## config.mk

```make
export PLATFORM = sky130hd
export DESIGN_NAME = my_ram_fifo_ext
export DESIGN_NICKNAME = d
export VERILOG_FILES = /design/src/rtl/my_ram_fifo_ext.sv
export SDC_FILE = /design/constraint.sdc
export NUM_CORES = 1
export LEC_CHECK = 0
export BUFFER_PORTS_ARGS = -buffer_cell sky130_fd_sc_hd__buf_2
export CORE_MARGIN = 2
export CORE_UTILIZATION = 45
export CTS_CLUSTER_SIZE = 25
export DETAILED_ROUTE_END_ITERATION = 12
export GPL_TIMING_DRIVEN = 0
export PLACE_DENSITY = 0.7
export SKIP_CTS_REPAIR_TIMING = 1
export SLEW_MARGIN = 20
export SYNTH_ARGS = -nofsm -noshare
export SYNTH_HDL_FRONTEND = slang
export SYNTH_SLANG_ARGS = --single-unit
export TNS_END_PERCENT = 1
```

## constraint.sdc

```tcl
create_clock -name clk -period 3.3 [get_ports clk]
set_input_delay 0.165 -clock clk [delete_from_list [all_inputs] [get_ports clk]]
set_output_delay 0.165 -clock clk [all_outputs]
set_load 0.005 [all_outputs]
```

## src/rtl/my_ram_fifo_ext.sv

```systemverilog
// Block-RAM backed synchronous FIFO with optional first-word-fall-through, programmable
// almost-full/almost-empty thresholds, occupancy count, synchronous flush and sticky error flags.

module my_ram #(
  parameter int DATA_W = 8,
  parameter int DEPTH  = 16,
  parameter int AW     = 4
) (
  input  logic              clk,
  input  logic              wr_en_i,
  input  logic [AW-1:0]     wr_addr_i,
  input  logic [DATA_W-1:0] wr_data_i,
  input  logic              rd_en_i,
  input  logic [AW-1:0]     rd_addr_i,
  output logic [DATA_W-1:0] rd_data_o
);
  logic [DATA_W-1:0] mem_q [DEPTH];
  logic [DATA_W-1:0] rd_data_q;

  // Read data is registered and holds its value until the next read enable.
  always_ff @(posedge clk) begin
    if (wr_en_i) mem_q[wr_addr_i] <= wr_data_i;
    if (rd_en_i) rd_data_q <= mem_q[rd_addr_i];
  end

  assign rd_data_o = rd_data_q;
endmodule

module my_ram_fifo_ext #(
  parameter  int DATA_W    = 8,
  parameter  int DEPTH     = 16,
  parameter  int FWFT      = 0,
  parameter  int AF_THRESH = DEPTH - 2,
  parameter  int AE_THRESH = 2,
  localparam int CW        = $clog2(DEPTH + 1)
) (
  input  logic              clk,
  input  logic              rstn,
  input  logic              i_flush,
  input  logic              i_wren,
  input  logic [DATA_W-1:0] i_wrdata,
  output logic              o_full,
  output logic              o_afull,
  input  logic              i_rden,
  output logic [DATA_W-1:0] o_rddata,
  output logic              o_rdvalid,
  output logic              o_empty,
  output logic              o_aempty,
  output logic [CW-1:0]     o_count,
  output logic              o_ovf,
  output logic              o_udf
);
  localparam int AW = (DEPTH > 1) ? $clog2(DEPTH) : 1;
  localparam logic [CW-1:0] DEPTH_C = CW'(DEPTH);
  localparam logic [CW-1:0] AF_C    = CW'(AF_THRESH);
  localparam logic [CW-1:0] AE_C    = CW'(AE_THRESH);
  localparam logic [AW-1:0] LAST_C  = AW'(DEPTH - 1);

  logic [AW-1:0]     wrptr_q, wrptr_d, rdptr_q, rdptr_d;
  logic [CW-1:0]     count_q, count_d;
  logic              ovf_q, ovf_d, udf_q, udf_d;
  logic              wr_acc, rd_acc, empty, ram_rd_en;
  logic [DATA_W-1:0] ram_rdata;

  assign o_full   = (count_q == DEPTH_C);
  assign o_afull  = (count_q >= AF_C);
  assign o_aempty = (count_q <= AE_C);
  assign o_count  = count_q;
  assign o_empty  = empty;
  assign o_ovf    = ovf_q;
  assign o_udf    = udf_q;

  // Request/accept: a write is taken on any edge where i_wren is high, o_full is low and
  // no flush is requested; a pop likewise needs i_rden, !o_empty and no flush. Requests
  // that are not taken leave all state untouched except the matching sticky error flag.
  assign wr_acc = i_wren & ~o_full & ~i_flush;
  assign rd_acc = i_rden & ~empty & ~i_flush;

  always_comb begin
    wrptr_d = wrptr_q;
    rdptr_d = rdptr_q;
    count_d = count_q;
    ovf_d   = ovf_q;
    udf_d   = udf_q;
    if (i_flush) begin
      wrptr_d = '0;
      rdptr_d = '0;
      count_d = '0;
      ovf_d   = 1'b0;
      udf_d   = 1'b0;
    end else begin
      if (wr_acc)    wrptr_d = (wrptr_q == LAST_C) ? '0 : wrptr_q + 1'b1;
      if (ram_rd_en) rdptr_d = (rdptr_q == LAST_C) ? '0 : rdptr_q + 1'b1;
      case ({wr_acc, rd_acc})
        2'b10:   count_d = count_q + 1'b1;
        2'b01:   count_d = count_q - 1'b1;
        default: count_d = count_q;
      endcase
      if (i_wren & o_full) ovf_d = 1'b1;
      if (i_rden & empty)  udf_d = 1'b1;
    end
  end

  always_ff @(posedge clk or negedge rstn) begin
    if (!rstn) begin
      wrptr_q <= '0;
      rdptr_q <= '0;
      count_q <= '0;
      ovf_q   <= 1'b0;
      udf_q   <= 1'b0;
    end else begin
      wrptr_q <= wrptr_d;
      rdptr_q <= rdptr_d;
      count_q <= count_d;
      ovf_q   <= ovf_d;
      udf_q   <= udf_d;
    end
  end

  my_ram #(
    .DATA_W (DATA_W),
    .DEPTH  (DEPTH),
    .AW     (AW)
  ) u_ram (
    .clk       (clk),
    .wr_en_i   (wr_acc),
    .wr_addr_i (wrptr_q),
    .wr_data_i (i_wrdata),
    .rd_en_i   (ram_rd_en),
    .rd_addr_i (rdptr_q),
    .rd_data_o (ram_rdata)
  );

  if (FWFT != 0) begin : g_fwft
    logic [CW-1:0]     ram_cnt_q, ram_cnt_d;
    logic              pend_q, pend_d, outv_q, outv_d;
    logic [DATA_W-1:0] outd_q, outd_d;
    logic              slot_free, rd_issue;

    // pend_q marks a word sitting in the RAM read register on its way to the output
    // register; a new RAM read is issued only when that slot is free or draining.
    assign slot_free = ~outv_q | rd_acc;
    assign rd_issue  = (ram_cnt_q != '0) & (~pend_q | slot_free) & ~i_flush;

    always_comb begin
      ram_cnt_d = ram_cnt_q;
      pend_d    = pend_q;
      outv_d    = outv_q;
      outd_d    = outd_q;
      if (i_flush) begin
        ram_cnt_d = '0;
        pend_d    = 1'b0;
        outv_d    = 1'b0;
      end else begin
        case ({wr_acc, rd_issue})
          2'b10:   ram_cnt_d = ram_cnt_q + 1'b1;
          2'b01:   ram_cnt_d = ram_cnt_q - 1'b1;
          default: ram_cnt_d = ram_cnt_q;
        endcase
        if (pend_q & slot_free) begin
          outv_d = 1'b1;
          outd_d = ram_rdata;
        end else if (rd_acc) begin
          outv_d = 1'b0;
        end
        if (rd_issue)       pend_d = 1'b1;
        else if (slot_free) pend_d = 1'b0;
      end
    end

    always_ff @(posedge clk or negedge rstn) begin
      if (!rstn) begin
        ram_cnt_q <= '0;
        pend_q    <= 1'b0;
        outv_q    <= 1'b0;
        outd_q    <= '0;
      end else begin
        ram_cnt_q <= ram_cnt_d;
        pend_q    <= pend_d;
        outv_q    <= outv_d;
        outd_q    <= outd_d;
      end
    end

    assign ram_rd_en = rd_issue;
    assign empty     = ~outv_q;
    assign o_rdvalid = outv_q;
    assign o_rddata  = outd_q;
  end else begin : g_std
    logic rdv_q;

    always_ff @(posedge clk or negedge rstn) begin
      if (!rstn) rdv_q <= 1'b0;
      else       rdv_q <= rd_acc;
    end

    assign ram_rd_en = rd_acc;
    assign empty     = (count_q == '0);
    assign o_rdvalid = rdv_q;
    assign o_rddata  = ram_rdata;
  end
endmodule

```

-- Yosys cells after proc, flatten, opt, wreduce, memory -nomap -nowiden
Memory sizes are Yosys's and may differ from the RTL's. A register that Yosys moved wholly into a read port is not among the register bits.
Cells that the tools add are included.
- bitwise gates (word level): 9
- order comparisons: 2
- reduce and logical (&&, ||, !) cells: 6
- mux-type cells: 14
- equality and inequality tests: 5
- add/subtract/negate cells: 4
- operators by type and width (cell ; number):
    two-way mux 4 bit ; 6
    one-hot mux 5 bit (2 select lines) ; 1
    adder 4 x 1 -> 4 bit (second input constant) ; 2
    == test 4 bit (second input constant) ; 2
    nonzero test 2 bit ; 4
    bitwise AND 1 bit ; 6
    two-way mux 1 bit ; 6
    adder 5 x 1 -> 5 bit (second input constant) ; 1
    == test 5 bit (second input constant) ; 1
    greater-or-equal comparator 5 x 4 -> 1 bit (second input constant) ; 1
    <= comparator 5 x 2 -> 1 bit (second input constant) ; 1
    zero test 5 bit ; 1
    two-way mux 5 bit ; 1
    subtractor 5 x 1 -> 5 bit (second input constant) ; 1
    NOT 1 bit ; 3
    nonzero test 3 bit ; 1
    == test 2 x 1 -> 1 bit (second input constant) ; 1
    == test 2 bit (second input constant) ; 1
- input port bits: 13
- flip-flop bits (word level): 16
- memories kept: 1
- RAM bits: 128
- word-level logic and storage cells: 47
- output and inout port bits: 20
- memories (memory ; depth ; bits a word ; read ports ; clocked after Yosys merged registers in ; wr ports ; RTL line ; RTL):
    u_ram.mem_q ; 16 ; 8 ; 1 ; 1 ; 1 ; 17 ; logic [DATA_W-1:0] mem_q [DEPTH];

-- Longest topological paths before layout
- word-level depth: 7
- depth in mapped cells: 10
- mapped depth without buffers: 9

-- Hierarchy
From an unflattened synthesis, not the netlist that was laid out.
- cells, all modules: 339
- area, all modules: 6231.0 µm²
- by module, submodules not included (module ; seq. area each (µm²) ; cells each ; times used ; area each (µm²)):
    my_ram ; 4083.9 ; 229 ; 1 ; 5227.5
    my_ram_fifo_ext ; 400.4 ; 110 ; 1 ; 1003.5

-- Least setup slack after synthesis
OpenSTA, ideal clock, no wires.
- path kind: register to register
- start: register count_q[1], in the netlist o_count[1]
- end: register count_q[2], in the netlist o_count[2]
- setup slack: 0.729 ns
- stages on the path, launching flop included: 9
- setup time: 0.078 ns
- arrival: 2.493 ns
- required time: 3.222 ns
- path through: dfrtp_1 buf_6 or4_4 o2111a_1 xnor2_1 ha_1 or4_4 a21o_1 a21oi_1
- longest elaborated chain between the ends: 7
- ends and longest elaborated chain (what ; RTL line ; RTL):
    start, declared ; 60 ; logic [CW-1:0] count_q, count_d;
    start signal, assigned ; 114 ; count_q <= count_d;
    == test 5 bit / zero test 5 bit (equally long branches) ; 65, 198 ;
    NOT 1 bit (on tied branches) ; 76, 77 ;
    bitwise AND 1 bit (on tied branches) (2 in series) ; 76, 77 ;
    == test 2 x 1 -> 1 bit / == test 2 bit (equally long branches) ; 94 ; case ({wr_acc, rd_acc})
    one-hot mux 5 bit (2 select lines) ; 94 ;
    two-way mux 5 bit ; 85 ; if (i_flush) begin
Several ways; a longest one is shown, not always the timed one.
A chain may end at the register's enable or synchronous reset.

-- Worst setup path after layout
- start: register count_q[2], in the netlist o_count[2]
- end: register count_q[4], in the netlist o_count[4]
The elaborated chain is that of the path after synthesis.

==> results.sh <==
export IMPL_status="completed"
export IMPL_rsz0062_at_grt="false"
export IMPL_yosysSeqAreaShare_pct=72.3
export IMPL_clkSlewWorstSetupHoldPaths_ns=0.06
export IMPL_yosysWarnings=0
export IMPL_area_growth_pct=16.3
export IMPL_wl_per_cell_um=21.2
export IMPL_grt_usage_pct=18.5
export IMPL_port_buffers=31
export IMPL_synth_edf_count=136
export IMPL_post_drt_via_cell_ratio=5.63
export IMPL_grt_pass1_vias=3329
export IMPL_rr_worst_depth=10
export IMPL_ff2ff_setup_slack_ns=0.48
export IMPL_slew_headroom_pct=38.4
export IMPL_synth_top_family_by_area="multiplexers"
export IMPL_cp_required_ns=3.64
export IMPL_critPathLaunchType="flip-flop"
export IMPL_avgSynthCellArea_sq_um=19.0
export IMPL_crit_family="compound AO/OA/AOI/OAI gates"
export IMPL_fin_setup_tns_ns=0
export IMPL_dpl_hpwl_mm=7.88
export IMPL_synth_distinct_cells=42
export IMPL_cts_sinks=152
export IMPL_peakVddDrop_v=0.000361
export IMPL_cts_max_path_buffers=2
export IMPL_cts_root_buffer="clkbuf_16"
export IMPL_io_pins=33
export IMPL_fin_area_sq_mm=0.00721
export IMPL_grt_pass1_wl_mm=19.3
export IMPL_leakage_nw=2.41
export IMPL_nets=403
export IMPL_core_region_area_sq_mm=0.0133
export IMPL_drv_cap=0
export IMPL_drt_pre_antenna_iters=6
export IMPL_multi_input_area_sq_mm=0.00164
export IMPL_setup_viol=0
export IMPL_vias=3221
export IMPL_fmaxAchievable_mhz=354
export IMPL_fin_worst_skew_ns=0.0129
export IMPL_drc=0
export IMPL_synth_compound_area_share_pct=3.93
export IMPL_die_h_um=121
export IMPL_tightest_slew_ns=0.920
export IMPL_syn_nets=347
export IMPL_htreeDepth=4
export IMPL_seq_area_sq_mm=0.00448
export IMPL_yosys_area_share_simple_pct=5.12
export IMPL_drt_wl_total_mm=12.1
export IMPL_n_antenna_cell=0
export IMPL_cts_buffers=17
export IMPL_start_util_pct=46.5
export IMPL_cp_arrival_ns=3.17
export IMPL_antenna_found_initial=0
export IMPL_synthFlopType="edfxtp_1"
export IMPL_synth_async_reset_ratio_pct=10.5
export IMPL_final_max_slew_viol_count=0
export IMPL_synth_area_leaders="edfxtp_1, mux4_2, dfrtp_1, nor2_1, ha_1"
export IMPL_hold_violations=0
export IMPL_slowest_delay_ns=0.50
export IMPL_ys_ff_latch=152
export IMPL_synthAdderAreaFrac_pct=1.41
export IMPL_cts_tree="done"
export IMPL_grt_max_degree=17
export IMPL_placed_area_sq_mm=0.00663
export IMPL_synthCells=327
export IMPL_whs_path_depth=3
export IMPL_crit_path_max_fanout=10
export IMPL_netlist_area_sq_mm=0.00620
export IMPL_overflow=0
export IMPL_end_kind="flip-flop"
export IMPL_worst_path_stages=10
export IMPL_slowest_stage="or4_4"
export IMPL_synth_xor_area_share_pct=0.827
export IMPL_drive_above_1_share_pct=30.6
export IMPL_place_congestion=0.834
export IMPL_fin_crit_ns=2.82
export IMPL_p_per_area_mw_per_mm2=723
export IMPL_cp_cell_sequence="clkbuf_1, or4_4, o2111a_1, xnor2_1, ha_1, o31a_1, nor3_1, a22oi_1, a2bb2oi_1, o211ai_1"
export IMPL_min_path_type="in2reg"
export IMPL_die_w_um=121
export IMPL_placementRows=42
export IMPL_yosys_area_top_type="edfxtp_1"
export IMPL_yosys_mux_area_fraction_pct=14.8
export IMPL_post_route_period_util_pct=85.5
export IMPL_crit_type="reg2reg"
export IMPL_clock_latency_ns=0.43
export IMPL_drt_initial_drc_count=275
export IMPL_die_area_sq_mm=0.0147
export IMPL_synth_top_area_share_pct=65.8
export IMPL_fillCellCount=1032
export IMPL_path_buf_inv=1
export IMPL_route_antenna_remaining_nets=0
metrics by stage:
step	std cells	total power, W	util, %	hold WS, ns	worst slack [ns]
6_report	572	0.00522	54.0	0.0961	0.479
5_1_grt	572	0.00546	54.0	0.120	0.294
4_1_cts	570	0.00527	53.9	-0.343	0.508
3_5_place_dp	538	0.00342	49.7	0.112	0.535
3_3_place_gp	534	0.00338	49.3	0.101	0.352
2_1_floorplan	327	0.00308	-	-0.131	0.729
routing by layer:
layer	vias up	global-route usage [%]	routed length [um]
met5	-	0	0
met2	100	27.7	5930
met3	17	4.46	675
met1	1667	26.0	5310
met4	0	8.48	204
li1	1437	-	-
worst reg2reg max path: stages, from the launching register on:
cell	delay (ns)
dfrtp_1	0.42
clkbuf_1	0.23
or4_4	0.50
o2111a_1	0.31
xnor2_1	0.15
ha_1	0.26
o31a_1	0.30
nor3_1	0.14
a22oi_1	0.09
a2bb2oi_1	0.16
o211ai_1	0.18
cells in the final DEF (no fill, tap or decap), types with 2 or more instances in the layout:
cell and n:
bufinv_16 2, edfxtp_1 136, dlygate4sd3_1 2, buf_6 2, clkinv_1 2, a21oi_1 13
ha_1 7, nand2_1 16, and2_1 2, clkinv_4 3, buf_4 4, nor3_2 4
a31oi_1 2, buf_2 35, clkbuf_1 15, or4_4 2, nor2_1 26, xnor2_1 2
xor2_1 2, mux4_2 40, inv_6 2, nor3_1 3, a22oi_1 2, a21o_1 2
clkbuf_16 17, nand2b_1 3, dfrtp_1 16, inv_1 4, nand3_1 4, o21ai_0 4
final cells by class:
cell class,count,area share (%)
buffer,18,1.21
clock buffer,21,6.11
clock inverter,11,1.72
inverter,4,0.208
multi-input combinational,153,22.7
sequential,152,62.2
tap,176,3.05
timing repair buffer,37,2.84
cells by family (layout without fill, tap and decap cells):
logic type,after synthesis,in the layout
simple gates,65,65
mux,41,41
flops,152,152
buf+inv,22,91
xor+xnor,5,5
compound gates,35,35
fa+ha+maj,7,7
synthesized netlist by cell type, drive strengths merged (2+ instances only):
| cell type | count |
|---|---|
| nor2 | 26 |
| and2 | 4 |
| inv | 4 |
| edfxtp | 136 |
| nand3 | 4 |
| mux4 | 40 |
| o21ai | 5 |
| a21oi | 13 |
| dfrtp | 16 |
| a22oi | 2 |
| ha | 7 |
| xnor2 | 3 |
| a31oi | 2 |
| xor2 | 2 |
| or4 | 2 |
| nand2b | 3 |
| buf | 7 |
| nand2 | 16 |
| a21o | 2 |
| nor3 | 7 |
| clkbuf | 11 |
registers in the layout, indices dropped and copies added, names as in the netlist:
name / count
o_count: 5
o_ovf: 1
o_rdvalid: 1
o_udf: 1
rdptr_q: 4
u_ram.mem_q: 128
u_ram.rd_data_o: 8
wrptr_q: 4
path summary, 6_finish.rpt:
kind                                   startpoint                      to
setup / recovery           o_count[2]$_DFFE_PN0P_  o_count[4]$_DFFE_PN0P_
hold / removal                             i_wren       o_ovf$_DFFE_PN0P_
hold reg to reg                 o_ovf$_DFFE_PN0P_       o_ovf$_DFFE_PN0P_
min in group asynchronous                    rstn  o_count[4]$_DFFE_PN0P_
setup reg to reg           o_count[2]$_DFFE_PN0P_  o_count[4]$_DFFE_PN0P_
max in group asynchronous                    rstn  rdptr_q[0]$_DFFE_PN0P_
power breakdown:
group / internal [W] / switching (W) / total, W
registers: 0.00219 / 0.0000709 / 0.00226
clock network: 0.00111 / 0.000731 / 0.00184
logic: 0.000547 / 0.000564 / 0.00111
(Power assumes the default switching activity.)
